File: config.mk
export PLATFORM = sky130hd
export DESIGN_NAME = dot4_mac_accumulator_flat
export DESIGN_NICKNAME = d
export VERILOG_FILES = /design/src/rtl/dot4_mac_accumulator_pkg.sv /design/src/rtl/dot4_mac_accumulator_if.sv /design/src/rtl/dot4_mac_accumulator_signed_mul4x4_core.sv /design/src/rtl/dot4_mac_accumulator.sv /design/src/flat_wrapper.sv
export SDC_FILE = /design/constraint.sdc
export NUM_CORES = 1
export LEC_CHECK = 0
export CAP_MARGIN = 0
export CORE_ASPECT_RATIO = 2
export CORE_UTILIZATION = 53
export DETAILED_ROUTE_END_ITERATION = 8
export MAX_ROUTING_LAYER = met4
export PLACE_DENSITY = 0.77
export SLEW_MARGIN = 20
export SYNTH_ARGS = -nofsm -noshare
export SYNTH_HDL_FRONTEND = slang
export SYNTH_SLANG_ARGS = --single-unit
File: constraint.sdc
create_clock -name clk -period 9.4 [get_ports clk]
set_input_delay 1.88 -clock clk [delete_from_list [all_inputs] [get_ports clk]]
set_output_delay 1.88 -clock clk [all_outputs]
set_load 0.05 [all_outputs]
File: src/rtl/dot4_mac_accumulator_pkg.sv
// Shared types, widths and the saturating clamp used by the dot-product MAC.
package dot4_mac_accumulator_pkg;

    typedef enum logic [1:0] {
        ACC   = 2'd0,
        DRAIN = 2'd1,
        OUT   = 2'd2
    } state_e;

    localparam int OPW   = 4;
    localparam int PRODW = 8;

    // Clamp a sign-extended (w+1)-bit sum into the signed range of w bits.
    function automatic logic signed [31:0] sat_clamp(input logic signed [31:0] s, input int w);
        logic signed [31:0] mx;
        logic signed [31:0] mn;
        mx = (32'sd1 <<< (w - 1)) - 32'sd1;
        mn = -(32'sd1 <<< (w - 1));
        if (s > mx)
            sat_clamp = mx;
        else if (s < mn)
            sat_clamp = mn;
        else
            sat_clamp = s;
    endfunction

endpackage

File: src/rtl/dot4_mac_accumulator_if.sv
// Operand stream in, dot-product result out, plus the busy indicator.
interface dot4_mac_accumulator_if #(
    parameter int ACC_W = 10
);
    logic                                          in_valid;
    logic                                          in_ready;
    logic signed [dot4_mac_accumulator_pkg::OPW-1:0] in_x;
    logic signed [dot4_mac_accumulator_pkg::OPW-1:0] in_y;
    logic                                          out_valid;
    logic                                          out_ready;
    logic signed [ACC_W-1:0]                       out_sum;
    logic                                          out_sat;
    logic                                          busy;

    modport master (
        output in_valid, in_x, in_y, out_ready,
        input  in_ready, out_valid, out_sum, out_sat, busy
    );

    modport slave (
        input  in_valid, in_x, in_y, out_ready,
        output in_ready, out_valid, out_sum, out_sat, busy
    );
endinterface

File: src/rtl/dot4_mac_accumulator_signed_mul4x4_core.sv
// Combinational 4x4 two's-complement multiplier built from shifted partial
// products; the MSB row of the multiplier carries negative weight, so it is
// subtracted instead of added.
module signed_mul4x4_core
    import dot4_mac_accumulator_pkg::*;
(
    input  logic signed [OPW-1:0]   a_i,
    input  logic signed [OPW-1:0]   b_i,
    output logic signed [PRODW-1:0] p_o
);
    logic [OPW-1:0][PRODW-1:0] pp;
    logic [PRODW-1:0]          sum;

    for (genvar i = 0; i < OPW; i++) begin : g_pp
        assign pp[i] = b_i[i] ? (PRODW'(a_i) << i) : '0;
    end

    // Sum the positive-weight rows, then remove the sign row.
    always_comb begin
        sum = '0;
        for (int i = 0; i < OPW - 1; i++)
            sum = sum + pp[i];
        sum = sum - pp[OPW-1];
    end

    assign p_o = sum;
endmodule

File: src/rtl/dot4_mac_accumulator.sv
// Two-stage signed multiply-accumulate: registered product, then saturating
// accumulate; LEN terms form one result handed off over valid/ready.
module dot4_mac_accumulator
    import dot4_mac_accumulator_pkg::*;
#(
    parameter int LEN   = 4,
    parameter int ACC_W = 10
) (
    input  logic                   clk,
    input  logic                   rst,
    dot4_mac_accumulator_if.slave  bus
);
    localparam int CNT_W = $clog2(LEN);
    localparam logic [CNT_W-1:0] LAST = CNT_W'(LEN - 1);

    state_e                  state_q, state_d;
    logic [CNT_W-1:0]        count_q, count_d;
    logic signed [PRODW-1:0] prod_q;
    logic signed [PRODW-1:0] mul_p;
    logic                    prod_v_q;
    logic signed [ACC_W-1:0] acc_q, acc_d;
    logic                    sat_q;
    logic signed [ACC_W:0]   sum_w;
    logic signed [31:0]      clamped;
    logic                    sat_hit;
    logic                    accept;
    logic                    handoff;

    signed_mul4x4_core u_mul (
        .a_i (bus.in_x),
        .b_i (bus.in_y),
        .p_o (mul_p)
    );

    assign accept  = bus.in_valid && (state_q == ACC);
    assign handoff = (state_q == OUT) && bus.out_ready;

    // One extra bit of headroom so the clamp sees the true sum.
    always_comb begin
        sum_w   = (ACC_W+1)'(acc_q) + (ACC_W+1)'(prod_q);
        clamped = sat_clamp(32'(sum_w), ACC_W);
        sat_hit = (clamped != 32'(sum_w));
        acc_d   = ACC_W'(clamped);
    end

    // Next state and term counter.
    always_comb begin
        state_d = state_q;
        count_d = count_q;
        case (state_q)
            ACC: begin
                if (accept) begin
                    if (count_q == LAST) begin
                        count_d = '0;
                        state_d = DRAIN;
                    end else begin
                        count_d = count_q + 1'b1;
                    end
                end
            end
            DRAIN:   state_d = OUT;
            OUT:     if (bus.out_ready) state_d = ACC;
            default: state_d = ACC;
        endcase
    end

    // Control registers.
    always_ff @(posedge clk) begin
        if (rst) begin
            state_q <= ACC;
            count_q <= '0;
        end else begin
            state_q <= state_d;
            count_q <= count_d;
        end
    end

    // Product stage and accumulator; handoff clears for the next vector.
    always_ff @(posedge clk) begin
        if (rst) begin
            prod_q   <= '0;
            prod_v_q <= 1'b0;
            acc_q    <= '0;
            sat_q    <= 1'b0;
        end else begin
            prod_v_q <= accept;
            if (accept)
                prod_q <= mul_p;
            if (handoff) begin
                acc_q <= '0;
                sat_q <= 1'b0;
            end else if (prod_v_q) begin
                acc_q <= acc_d;
                sat_q <= sat_q | sat_hit;
            end
        end
    end

    assign bus.in_ready  = (state_q == ACC);
    assign bus.out_valid = (state_q == OUT);
    assign bus.out_sum   = (state_q == OUT) ? acc_q : '0;
    assign bus.out_sat   = (state_q == OUT) ? sat_q : 1'b0;
    assign bus.busy      = (count_q != '0) || (state_q != ACC);
endmodule
File: src/flat_wrapper.sv
// flat-port wrapper written by rule: the top's interface ports become plain ports
module dot4_mac_accumulator_flat import dot4_mac_accumulator_pkg::*;
#(
    parameter int LEN   = 4,
    parameter int ACC_W = 10
)
  (clk, rst, bus_in_valid, bus_in_x, bus_in_y, bus_out_ready, bus_in_ready, bus_out_valid, bus_out_sum, bus_out_sat, bus_busy);
  dot4_mac_accumulator_if #(.ACC_W(ACC_W)) bus_i ();
  input  logic clk;
  input  logic rst;
  input wire logic [$bits(bus_i.in_valid)-1:0] bus_in_valid;
  input wire logic [$bits(bus_i.in_x)-1:0] bus_in_x;
  input wire logic [$bits(bus_i.in_y)-1:0] bus_in_y;
  input wire logic [$bits(bus_i.out_ready)-1:0] bus_out_ready;
  output wire logic [$bits(bus_i.in_ready)-1:0] bus_in_ready;
  output wire logic [$bits(bus_i.out_valid)-1:0] bus_out_valid;
  output wire logic [$bits(bus_i.out_sum)-1:0] bus_out_sum;
  output wire logic [$bits(bus_i.out_sat)-1:0] bus_out_sat;
  output wire logic [$bits(bus_i.busy)-1:0] bus_busy;
  assign bus_i.in_valid = bus_in_valid;
  assign bus_i.in_x = bus_in_x;
  assign bus_i.in_y = bus_in_y;
  assign bus_i.out_ready = bus_out_ready;
  assign bus_in_ready = bus_i.in_ready;
  assign bus_out_valid = bus_i.out_valid;
  assign bus_out_sum = bus_i.out_sum;
  assign bus_out_sat = bus_i.out_sat;
  assign bus_busy = bus_i.busy;
  dot4_mac_accumulator #(.LEN(LEN), .ACC_W(ACC_W)) u_core (.clk(clk), .rst(rst), .bus(bus_i));
endmodule
; ---- After elaboration in Yosys (flattened, before gate mapping)
; Index checks and enable logic that the tools add are counted.
[word_totals]
register_bits = 24
rom_bits = 0
inputBits = 12
latch_bits = 0
memories = 0
mem_bits_rw = 0
out_inout_bits = 14
word_cells = 43
[classes]
eq_ne = 7
shifts = 0
reduce_logical = 9
muxes = 13
n_addsub = 5
multipliers = 0
n_bitwise = 1
n_lt_le_gt_ge = 2
div = 0
[op_table]
columns = cell, count
row1 = 32-bit two-way mux, 2
row2 = 8-bit two-way mux, 4
row3 = 32-bit by 11-bit != test with 1-bit output, 1
row4 = 8-bit adder, 2
row5 = 10-bit by 8-bit adder with 11-bit output, 1
row6 = 11-bit by 10-bit greater-than comparator with 1-bit output (second input constant), 1
row7 = 11-bit by 10-bit < comparator with 1-bit output (second input constant), 1
row8 = 10-bit two-way mux, 1
row9 = 2-bit two-way mux, 4
row10 = 8-bit subtractor, 1
row11 = 2-bit case mux with 3 select lines, 1
row12 = 2-bit equality test (second input constant), 2
row13 = 2-bit by 1-bit != test with 1-bit output (second input constant), 2
row14 = 2-bit nonzero test, 2
row15 = 3-bit AND reduction, 1
row16 = 2-bit by 1-bit adder with 2-bit output (second input constant), 1
row17 = 2-bit by 1-bit equality test with 1-bit output (second input constant), 1
row18 = 1-bit logical AND, 2
row19 = 2-bit zero test, 1
row20 = 2-bit != test (second input constant), 1
row21 = 2-bit AND reduction, 1
row22 = 2-bit OR reduction, 1
row23 = 1-bit logical OR, 1
row24 = 1-bit two-way mux, 1
row25 = 1-bit bitwise OR, 1

; ---- Logic depth before layout (Yosys ltp)
[logic_depth]
word_depth = 6
mapped_depth = 13

; ---- Cells and area by module
; From an unflattened synthesis, not the netlist that was laid out.
[hier_totals]
hier_cells = 270
area_unflattened_um2 = 2137.0
[by_module_without_submodules]
columns = mod, cells_per_inst, seq_area_each_um2, instances, area_each_um2
row1 = dot4_mac_accumulator, 200, 480.5, 1, 1589.0
row2 = signed_mul4x4_core, 70, 0.0, 1, 548.0

; ---- Worst setup path before layout
; No wires, ideal clock.
[synth_timing]
path_kind = input to register
startpoint = in bus_in_y[0]
endpoint = reg u_core.prod_q[7]
cell_stages = 11
n_path_buf = 0
setup_ps = 86
path_slack_ps = 4972
t_arrival_ps = 4342
cell_sequence = nand2_1 fa_1 inv_1 fa_1 ha_1 a21o_1 a21o_1 a21o_1 a21oi_1 xnor2_1 a211oi_1
[synth_via]
elab_chain_len = 4
[synth_rtl]
columns = item, line
row1 = start: declaration, flat_wrapper.sv:13  ; input wire logic [$bits(bus_i.in_y)-1:0] bus_in_y;
row2 = 8-bit two-way mux, dot4_mac_accumulator_signed_mul4x4_core.sv:15  ; assign pp[i] = b_i[i] ? (PRODW'(a_i) << i) : '0;
row3 = 8-bit adder (2 in series), dot4_mac_accumulator_signed_mul4x4_core.sv:22  ; sum = sum + pp[i];
row4 = 8-bit subtractor, dot4_mac_accumulator_signed_mul4x4_core.sv:23  ; sum = sum - pp[OPW-1];
row5 = end signal: assignment, dot4_mac_accumulator.sv:88  ; prod_q <= mul_p;
row6 = end: declaration, dot4_mac_accumulator.sv:18  ; logic signed [PRODW-1:0] prod_q;
; Every way passes these cells.
; A chain may end at the register's enable or synchronous reset.

; ---- Final worst setup path
; Same ends and word-level chain as after synthesis.

==> flow_summary.toml <==
[status]
outcome = "finished clean"

[power]
share_clk_of_total_power_pct = 22.6
p_leak_nw = 1.021
internal_power_summed_over_all_cells_mw = 0.2606
power_switching_share_pct = 35.51
design_power_total_mw = 0.4042
power_density_nw_per_um2 = 166.4
p_switching_mw = 0.1435
comb_power_share_pct = 46.7
seqPwrFrac_pct = 30.7
vdd_ir_drop_max_mv = 0.1175

[floorplanning]
initial_utilization_pct = 56.54
core.rowCount = 31
core_region_area_sq_um = 3685
boundaryPins = 26
die_outline_area_sq_um = 4201
die_ht_um = 90.67
width_of_the_die_um = 46.33

[sta]
fin_crit_ns = 4.870
max_freq_mhz = 205.3
final-setup-viol-count = 0
timing.final.ws_setup_ns = 4.530
totalNegativeSetupSlack_ns = 0
timing.max_slew.rel_slack_pct = 43.65
post-route-period-util_pct = 51.81
timing.hold.ws_ns = 0.4567
worst-slew-pin-transition_ns = 0.8452
clock-skew-final_ns = 0.006422
grt_setup_unrepaired = "no"
hold_viol_final = 0
slew_violations = 0

[critical_path]
r2r-end = "u_core.acc_q[6]$_SDFFE_PP0P_"
worstSetupEndpointType = "flip-flop"
reg2regPathDepth = 10
critical_path_origin = "bus_in_y[0]"
timing.critical_path.from_type = "input pin"
worst-endpoint-required_ns = 9.58
worstPathArrival_ns = 5.05
worst_setup_path_class = "in -> reg"
timing.critical_path.fanout_max = 4
capturing_instance_or_port_of_the_critical_path = "u_core.prod_q[7]$_SDFFE_PP0P_"
worst_r2r_startpoint = "u_core.acc_q[0]$_SDFFE_PP0P_"
r2r_slack_ns = 6.81

[drt]
detail_route.wirelength.met1_mm = 1.421
vias_per_cell = 5.347
dr_total_vias = 1711
wl_per_cell_um = 12.12
drc = 0
first_pass_iters = 4
drt_iter0_markers = 29
wirelength_mm = 3.877
met3RoutedLength_um = 44
metal2_wl_mm = 2.344
route.top_layer_used = "met4"
route.antenna.remaining_nets = 0

[grt]
antenna_found_initial = 0
track_usage_pct = 22.06
wire_length_of_the_first_global_routing_pass_mm = 6.782
number_of_global_route_vias_before_repair = 1652
grt_start_max_net_pins = 21
grt_overflow_total = 0

[placed_design]
place_hpwl_mm = 3.291
port_buffers = 25
globalplace.congestion = 0.9206
dpl_worst_slack_ns = 4.244

[logic_synthesis]
post_synth_num_cell_types = 40
postSynthCellCount = 250
synth_top_cell_by_area = "sky130_fd_sc_hd__dfxtp_1"
ys.warnings.count = 0
synth_top_cell_area_share_pct = 23.06
postSynthRegisterBits = 24
post_synth.cell_area_avg_sq_um = 8.333
seq_area_frac_synth_pct = 23.06
synth.top_cells.by_area = "sky130_fd_sc_hd__dfxtp_1 (23%), sky130_fd_sc_hd__ha_1 (11%), sky130_fd_sc_hd__fa_1 (11%), sky130_fd_sc_hd__and2_1 (6.3%), sky130_fd_sc_hd__xnor2_1 (5.0%)"
syn_nets = 292
synthesis.area_sq_um = 2083

[cts]
clock-sinks = 24
clock_latency_on_the_worst_skew_pair_ns = 0.27
cts_tree = "built"
cts_htree_levels = 1
post-cts-setup-buffer-count = 0
cts.root.buffer_cell = "sky130_fd_sc_hd__clkbuf_8"
cts_resized = 0
holdBufCountCts = 0
clock_buffer_count_from_cts = 3
clk_pin_slew_worst_setup_hold_paths_ns = 0.09
maximum_clock_insertion_buffer_count = 2

[job]
maxCapViolCount = 0

[cells_and_area]
synthToLayoutAreaGrowth_pct = 16.58
antenna_cells = 0
n_fill_cell = 320
drive_above_1_share_pct = 8.856
design.final.nets = 314

[min_path]
min-delay-path-class = "reg -> reg"
==> routing by layer <==
layer | track usage, % | vias to the layer above
met2 | 40.74 | 30
li1 | - | 868
met5 | - | -
met3 | 2.000 | 4
met4 | 10.05 | 0
met1 | 20.51 | 809
==> logic make-up after synthesis <==
family	share of synthesized area (%)
and+or+nand+nor	18.02
AOI/OAI and AO/OA	18.62
adders and majority gates	25.77
buffers and inverters	6.907
DFF	23.06
xor gates and xnor gates	6.667
muxes	0.9610
==> stage by stage <==
step | instance area (sq um) | utilization, % | std cells
final | 2429 | 65.91 | 320
after floorplan | 2083 | - | 250
after global routing | 2429 | 65.91 | 320
after CTS | 2429 | 65.91 | 320
after detailed placement | 2357 | 63.97 | 316
after global placement | 2357 | 63.97 | 316
==> critical path: stages <==
cell and delay [ns]:
sky130_fd_sc_hd__clkdlybuf4s50_1 0.53, sky130_fd_sc_hd__nand2_1 0.21, sky130_fd_sc_hd__fa_1 0.55, sky130_fd_sc_hd__inv_1 0.05
sky130_fd_sc_hd__fa_1 0.50, sky130_fd_sc_hd__ha_1 0.30, sky130_fd_sc_hd__a21o_1 0.15, sky130_fd_sc_hd__a21o_1 0.20
sky130_fd_sc_hd__a21o_1 0.18, sky130_fd_sc_hd__a21oi_1 0.17, sky130_fd_sc_hd__xnor2_1 0.09, sky130_fd_sc_hd__a211oi_1 0.23
==> power by group through the flow <==
stage | clock (mW) | combinational (mW) | sequential [mW]
after global placement | 0 | 0.184 | 0.126
after CTS | 0.0927 | 0.191 | 0.124
after detailed placement | 0 | 0.191 | 0.127
final | 0.0913 | 0.189 | 0.124
after global routing | 0.0980 | 0.212 | 0.126
after floorplan | 0 | 0.161 | 0.122
==> sequential cells by signal, indices dropped and copies added, names as in the netlist <==
name and cells:
u_core.sat_q 1, u_core.prod_q 8, u_core.acc_q 10, u_core.state_q 2
u_core.count_q 2, u_core.prod_v_q 1
==> area by class of cell <==
type                            instances  area (sq um)  area share, %
Timing Repair Buffer                   25         250.2          10.30
Clock inverter                          1         30.03          1.236
Tap cell                               49         61.31          2.524
Multi-Input combinational cell        191          1459          60.07
Clock buffer                            3         41.29          1.700
Sequential cell                        24         480.5          19.78
Inverter                               27         106.4          4.379
==> worst min path at each step <==
stage / depth (start not counted) / slack (ns) / end / startpoint
3_3_place_gp: 2 / 0.45 / u_core.prod_q[2]$_SDFFE_PP0P_ / u_core.prod_q[2]$_SDFFE_PP0P_
2_1_floorplan: 2 / 0.42 / u_core.sat_q$_SDFFE_PP0P_ / u_core.sat_q$_SDFFE_PP0P_
6_report: 2 / 0.46 / u_core.sat_q$_SDFFE_PP0P_ / u_core.sat_q$_SDFFE_PP0P_
4_1_cts: 2 / 0.46 / u_core.sat_q$_SDFFE_PP0P_ / u_core.sat_q$_SDFFE_PP0P_
5_1_grt: 2 / 0.48 / u_core.sat_q$_SDFFE_PP0P_ / u_core.sat_q$_SDFFE_PP0P_
3_5_place_dp: 2 / 0.45 / u_core.sat_q$_SDFFE_PP0P_ / u_core.sat_q$_SDFFE_PP0P_
==> cell usage after synthesis <==
cell	n
sky130_fd_sc_hd__ha_1	19
sky130_fd_sc_hd__a211oi_1	2
sky130_fd_sc_hd__nor2_1	18
sky130_fd_sc_hd__and2b_1	1
sky130_fd_sc_hd__o211ai_1	2
sky130_fd_sc_hd__nor3_1	1
sky130_fd_sc_hd__nor2b_1	3
sky130_fd_sc_hd__a21oi_1	18
sky130_fd_sc_hd__and2_1	21
sky130_fd_sc_hd__inv_1	26
sky130_fd_sc_hd__dfxtp_1	24
sky130_fd_sc_hd__buf_6	1
sky130_fd_sc_hd__o21bai_1	1
sky130_fd_sc_hd__and3_1	2
sky130_fd_sc_hd__o21a_2	1
sky130_fd_sc_hd__nand3_1	5
sky130_fd_sc_hd__o31a_1	1
sky130_fd_sc_hd__o21a_1	1
sky130_fd_sc_hd__o2111ai_1	1
sky130_fd_sc_hd__a31oi_1	1
sky130_fd_sc_hd__o21ai_1	2
sky130_fd_sc_hd__o221ai_1	1
sky130_fd_sc_hd__xnor2_2	1
sky130_fd_sc_hd__fa_1	11
sky130_fd_sc_hd__clkbuf_1	6
sky130_fd_sc_hd__a21o_1	4
sky130_fd_sc_hd__nand2_1	27
sky130_fd_sc_hd__o31a_4	1
sky130_fd_sc_hd__o21ai_0	12
sky130_fd_sc_hd__o21a_4	1
sky130_fd_sc_hd__o22a_1	1
sky130_fd_sc_hd__o311ai_0	1
sky130_fd_sc_hd__buf_1	1
sky130_fd_sc_hd__xor2_1	2
sky130_fd_sc_hd__maj3_2	7
sky130_fd_sc_hd__nor2_2	1
sky130_fd_sc_hd__xnor2_1	12
sky130_fd_sc_hd__mux2i_1	2
sky130_fd_sc_hd__a21oi_2	7
sky130_fd_sc_hd__inv_6	1
==> cells in the final DEF, fill, tap and decap left out, drive strengths merged, types with 11 or more instances in the layout <==
cell type and instances:
and2 21, a21oi 25, nand2 27, o21ai 14
nor2 19, ha 19, xnor2 13, clkdlybuf4s50 25
dfxtp 24, inv 27, fa 11
Power figures use the tool's default switching activity.
